**src/rtl/robot_tracker_if.sv**
```systemverilog
// Command/status bundle between the upstream robot controller and the tracker.
// master: drives the en/front/rotate commands; slave: the tracker, returns pose and counters.
interface robot_tracker_if #(
  parameter int unsigned W = 4
) ();

  logic         en;
  logic         front;
  logic         rotate;
  logic [W-1:0] x;
  logic [W-1:0] y;
  logic [1:0]   heading;
  logic [15:0]  steps;
  logic [15:0]  turns;
  logic         at_home;
  logic         err;
  logic         bump;

  modport master (
    output en, front, rotate,
    input  x, y, heading, steps, turns, at_home, err, bump
  );

  modport slave (
    input  en, front, rotate,
    output x, y, heading, steps, turns, at_home, err, bump
  );

endinterface

```
**src/rtl/robot_tracker.sv**
```systemverilog
// Grid position/heading tracker for a robot driven by front/rotate commands.
// Optional macro TRACKER_BOUNDS_EN: block moves that leave the 0..2^W-1 grid and pulse bump;
// when undefined, coordinates wrap modulo 2^W and bump stays 0.
module robot_tracker #(
  parameter int unsigned W      = 4,
  parameter int unsigned HOME_X = 0,
  parameter int unsigned HOME_Y = 0
) (
  input  logic              clk,
  input  logic              rst_n,
  robot_tracker_if.slave    bus_io
);

  localparam logic [W-1:0] HomeX = W'(HOME_X);
  localparam logic [W-1:0] HomeY = W'(HOME_Y);

  typedef enum logic [1:0] {
    HdN = 2'd0,
    HdE = 2'd1,
    HdS = 2'd2,
    HdW = 2'd3
  } heading_e;

  heading_e     heading_q, heading_d;
  logic [W-1:0] x_q, x_d;
  logic [W-1:0] y_q, y_d;
  logic [15:0]  steps_q, turns_q;
  logic         err_q, bump_q;
  logic         blocked;

  // Candidate position for a forward move, next clockwise heading, and edge-of-grid check.
  always_comb begin
    x_d       = x_q;
    y_d       = y_q;
    heading_d = HdN;
    blocked   = 1'b0;
    unique case (heading_q)
      HdN: begin
        y_d       = y_q + W'(1);
        heading_d = HdE;
`ifdef TRACKER_BOUNDS_EN
        blocked   = (y_q == '1);
`endif
      end
      HdE: begin
        x_d       = x_q + W'(1);
        heading_d = HdS;
`ifdef TRACKER_BOUNDS_EN
        blocked   = (x_q == '1);
`endif
      end
      HdS: begin
        y_d       = y_q - W'(1);
        heading_d = HdW;
`ifdef TRACKER_BOUNDS_EN
        blocked   = (y_q == '0);
`endif
      end
      HdW: begin
        x_d       = x_q - W'(1);
        heading_d = HdN;
`ifdef TRACKER_BOUNDS_EN
        blocked   = (x_q == '0);
`endif
      end
      default: ;
    endcase
  end

  // Heading FSM plus pose/counter registers; front+rotate together is illegal and does nothing.
  always_ff @(posedge clk or negedge rst_n) begin
    if (!rst_n) begin
      heading_q <= HdN;
      x_q       <= HomeX;
      y_q       <= HomeY;
      steps_q   <= '0;
      turns_q   <= '0;
      err_q     <= 1'b0;
      bump_q    <= 1'b0;
    end else begin
      bump_q <= 1'b0;
      if (bus_io.en) begin
        if (bus_io.front && bus_io.rotate) begin
          err_q <= 1'b1;
        end else if (bus_io.rotate) begin
          heading_q <= heading_d;
          if (turns_q != 16'hFFFF) turns_q <= turns_q + 16'd1;
        end else if (bus_io.front) begin
          if (blocked) begin
            bump_q <= 1'b1;
          end else begin
            x_q <= x_d;
            y_q <= y_d;
            if (steps_q != 16'hFFFF) steps_q <= steps_q + 16'd1;
          end
        end
      end
    end
  end

  assign bus_io.x       = x_q;
  assign bus_io.y       = y_q;
  assign bus_io.heading = heading_q;
  assign bus_io.steps   = steps_q;
  assign bus_io.turns   = turns_q;
  assign bus_io.err     = err_q;
  assign bus_io.bump    = bump_q;
  assign bus_io.at_home = (x_q == HomeX) && (y_q == HomeY);

endmodule

```
**src/flat_wrapper.sv**
```systemverilog
// flat-port wrapper written by rule: the top's interface ports become plain ports
module robot_tracker_flat 
#(
  parameter int unsigned W      = 4,
  parameter int unsigned HOME_X = 0,
  parameter int unsigned HOME_Y = 0
)
  (clk, rst_n, bus_io_en, bus_io_front, bus_io_rotate, bus_io_x, bus_io_y, bus_io_heading, bus_io_steps, bus_io_turns, bus_io_at_home, bus_io_err, bus_io_bump);
  robot_tracker_if #(.W(W)) bus_io_i ();
  input  logic clk;
  input  logic rst_n;
  input wire logic [$bits(bus_io_i.en)-1:0] bus_io_en;
  input wire logic [$bits(bus_io_i.front)-1:0] bus_io_front;
  input wire logic [$bits(bus_io_i.rotate)-1:0] bus_io_rotate;
  output wire logic [$bits(bus_io_i.x)-1:0] bus_io_x;
  output wire logic [$bits(bus_io_i.y)-1:0] bus_io_y;
  output wire logic [$bits(bus_io_i.heading)-1:0] bus_io_heading;
  output wire logic [$bits(bus_io_i.steps)-1:0] bus_io_steps;
  output wire logic [$bits(bus_io_i.turns)-1:0] bus_io_turns;
  output wire logic [$bits(bus_io_i.at_home)-1:0] bus_io_at_home;
  output wire logic [$bits(bus_io_i.err)-1:0] bus_io_err;
  output wire logic [$bits(bus_io_i.bump)-1:0] bus_io_bump;
  assign bus_io_i.en = bus_io_en;
  assign bus_io_i.front = bus_io_front;
  assign bus_io_i.rotate = bus_io_rotate;
  assign bus_io_x = bus_io_i.x;
  assign bus_io_y = bus_io_i.y;
  assign bus_io_heading = bus_io_i.heading;
  assign bus_io_steps = bus_io_i.steps;
  assign bus_io_turns = bus_io_i.turns;
  assign bus_io_at_home = bus_io_i.at_home;
  assign bus_io_err = bus_io_i.err;
  assign bus_io_bump = bus_io_i.bump;
  robot_tracker #(.W(W), .HOME_X(HOME_X), .HOME_Y(HOME_Y)) u_core (.clk(clk), .rst_n(rst_n), .bus_io(bus_io_i));
endmodule
```
**config.mk**
```make
export PLATFORM = sky130hd
export DESIGN_NAME = robot_tracker_flat
export DESIGN_NICKNAME = d
export VERILOG_FILES = /design/src/rtl/robot_tracker_if.sv /design/src/rtl/robot_tracker.sv /design/src/flat_wrapper.sv
export SDC_FILE = /design/constraint.sdc
export NUM_CORES = 1
export LEC_CHECK = 0
export CAP_MARGIN = 0
export CORE_MARGIN = 10
export CORE_UTILIZATION = 54
export DETAILED_ROUTE_END_ITERATION = 12
export GPL_TIMING_DRIVEN = 0
export PLACE_DENSITY = 0.85
export SLEW_MARGIN = 20
export SYNTH_ARGS = -nofsm -noshare
export SYNTH_HDL_FRONTEND = slang
export SYNTH_SLANG_ARGS = --single-unit
```
**constraint.sdc**
```tcl
create_clock -name clk -period 3.1 [get_ports clk]
set_input_delay 0.31 -clock clk [delete_from_list [all_inputs] [get_ports clk]]
set_output_delay 0.31 -clock clk [all_outputs]
set_load 0.005 [all_outputs]
```
==> summary.txt <==
Status = finished, final reports clean
Register area share after synthesis = 46.3%
Slew headroom = 66.7%
Startpoint Class = register
Hold Slack = 0.472 ns
Mapped cell area = 0.00232 mm2
HP Class = in2async
Post-route ant nets = 0
Crit end category = output pin
Most frequent cells in the layout = clkdlybuf4s50_1 (47), dfrtp_1 (43), xor2_1 (25)
Cell count of the worst reg-to-reg path = 5
DR WL/cell = 15.6 um
Footprint of the multi-input gates = 0.00121 mm2
Setup_tns = 0 ns
DRT iter0 DRCs = 98
Maximum clock rate = 453 MHz
CTS root buf = clkbuf_8
Initial antenna violation count = 0
Post-route cell area = 0.00296 mm2
Chip height = 85.6 um
WS Path Type = reg2out
Vias per Instance = 5.54
Clk sink count = 43
Vias in the first global route = 1793
Routed vias = 1744
Fill cells = 313
Cells after Synth = 209
Crit path max fanout = 6
Register clock-pin slew on the reported worst setup and hold paths = 0.07 ns
RSZ-0062 raised after global routing = no
Setup bufs post-CTS = 0
Total die area = 0.00732 mm2
H-tree levels = 2
GP Congestion = 0.829
Most common cell after layout, fill and taps aside = clkdlybuf4s50_1
Layout Skew = 0.00793 ns
Clock buffer depth = 2
Pwr Density = 660 mW/mm2
# IOs = 50
Total core area = 0.00409 mm2
Final design utilization = 72.5%
FF+latch count, synth = 43
Register area = 0.00108 mm2
TritonCTS clock tree = yes
DRC violations left = 0
Pins Over Slew Limit = 0
Final nets = 281
Layout cell share with drive strength beyond 1 = 12.1%
Port Buffers = 48
Worst Path Required = 2.79 ns
Syn_nets = 224
Final Routed Wirelength = 4.91 mm
Synth Warn # = 0
Pin count of the biggest net entering global routing = 29
Tcrit/Tclk final = 71.2%
Starting Density = 56.8%
Synthesis-to-finish area growth = 27.6%
Total Power = 1.96 mW
Clk_lat worst skew = 0.30 ns
Total GRT Usage = 14.3%
Syn avg cell area = 11.1 um2
Final HPWL from detailed placement = 3.69 mm
Total grt overflow = 0
Pre-Repair DR Iteration Count = 4
Actual slew at the worst max-slew pin = 0.496 ns
First-pass GRT wire length = 8.60 mm
Tmin final = 2.21 ns
Chip width = 85.6 um
Distinct cell type count after synthesis = 44
Antenna Cells = 0
CP arrival = 1.90 ns
Final setup fails = 0
LEAKAGE = 1.27 nW
VDD IR max = 0.000568 V
Hold Vio Cnt, Final = 0
Rows = 23
Max_cap viols = 0
Num CTS Buffers = 5
Placed inst area = 0.00288 mm2
through the flow:
step                worst slack [ns]  std cells
floorplan                       1.31        209
global placement               0.605        307
detailed placement              1.04        308
CTS                            0.868        315
global route                   0.825        315
finish                         0.892        315
critical path, stage by stage (launching register included):
cell and delay [ns]:
dfrtp_1 0.45, or4_1 0.53, nor2_1 0.11, clkdlybuf4s50_1 0.51
flip-flops by register name, indices dropped and copies added, names as in the netlist:
signal / count
u_core.bus_io.y: 4
u_core.bus_io.err: 1
u_core.bus_io.steps: 16
u_core.bus_io.heading: 2
u_core.bus_io.turns: 16
u_core.bus_io.x: 4
report_power, final:
group	leakage (nW)	internal [mW]	switching, mW
Sequential	0.550	0.694	0.217
Combinational	0.685	0.446	0.269
Clock	0.0371	0.150	0.178
metal layers:
metal	share of wire [%]	wire length, um	track usage (%)	vias to the layer above
met5	0	0	0	-
met4	2.3	113	6.59	0
met3	8.4	413	6.43	9
met2	48	2340	22.1	47
met1	42	2040	16.6	836
li1	-	-	-	852
logic make-up after synthesis:
family,synth area share [%]
simple gates,26.0
mux,3.56
compound gates,2.75
fa+ha+maj,5.39
buf+inv,1.51
xor+xnor,14.3
flops,46.3
other cells,0.161
repair_timing:
action	in CTS	in global routing
hold endpoints to repair	15	0
gates resized for setup	0	0
hold buffers	1	0
synthesized netlist by cell type:
cell | n | area share (%)
and4_1 | 1 | 0.38
nand4b_1 | 1 | 0.38
a21oi_1 | 5 | 1.1
mux2_1 | 1 | 0.48
dfrtp_1 | 43 | 46
nand3_2 | 1 | 0.43
inv_1 | 5 | 0.81
nor3_2 | 2 | 0.86
or3_1 | 2 | 0.54
nor4_4 | 2 | 1.8
xor2_1 | 25 | 9.4
nand4_1 | 8 | 2.2
or2_1 | 1 | 0.27
nor3_1 | 10 | 2.2
nor2_1 | 8 | 1.3
a31o_2 | 1 | 0.38
buf_4 | 1 | 0.32
nor3b_1 | 3 | 0.97
nand2b_1 | 3 | 0.81
o211ai_1 | 1 | 0.32
nor4b_1 | 1 | 0.38
clkbuf_1 | 1 | 0.16
ha_1 | 10 | 5.4
mux2_2 | 5 | 2.4
buf_2 | 1 | 0.22
nor4_2 | 1 | 0.54
or2_2 | 3 | 0.81
nor4b_2 | 1 | 0.65
or3_4 | 1 | 0.48
nor4_1 | 6 | 1.6
or4_1 | 2 | 0.65
nand3_1 | 10 | 2.2
or3b_2 | 1 | 0.38
nor2_2 | 2 | 0.54
nand4_2 | 1 | 0.54
mux2_4 | 1 | 0.65
xnor2_1 | 13 | 4.9
nand3b_1 | 6 | 1.9
a211oi_1 | 1 | 0.32
and3b_1 | 1 | 0.38
o21ai_0 | 3 | 0.65
nand4_4 | 1 | 0.92
conb_1 | 1 | 0.16
nand2_1 | 12 | 1.9
path summary, 6_finish.rpt:
check	to	start	slack [ns]
min in group clk	u_core.bus_io.err	u_core.bus_io.err	0.50
max in group asynchronous	u_core.bus_io.steps[4]	rst_n	2.15
worst min-delay path	u_core.bus_io.turns[1]	rst_n	0.47
worst max-delay path	bus_io_at_home	u_core.bus_io.x[0]	0.89
worst max register to register	u_core.bus_io.steps[12]	u_core.bus_io.steps[0]	1.21
worst min register to register	u_core.bus_io.err	u_core.bus_io.err	0.50
cell type report:
cell class	instances	share of cell area [%]
multi-input cells	158	40.9
flip-flops and latches	43	36.3
repair buffers	50	17.1
clock buffers	6	2.45
well taps	50	2.11
inverters	5	0.633
plain buffers	3	0.549
Power figures use the tool's default switching activity.
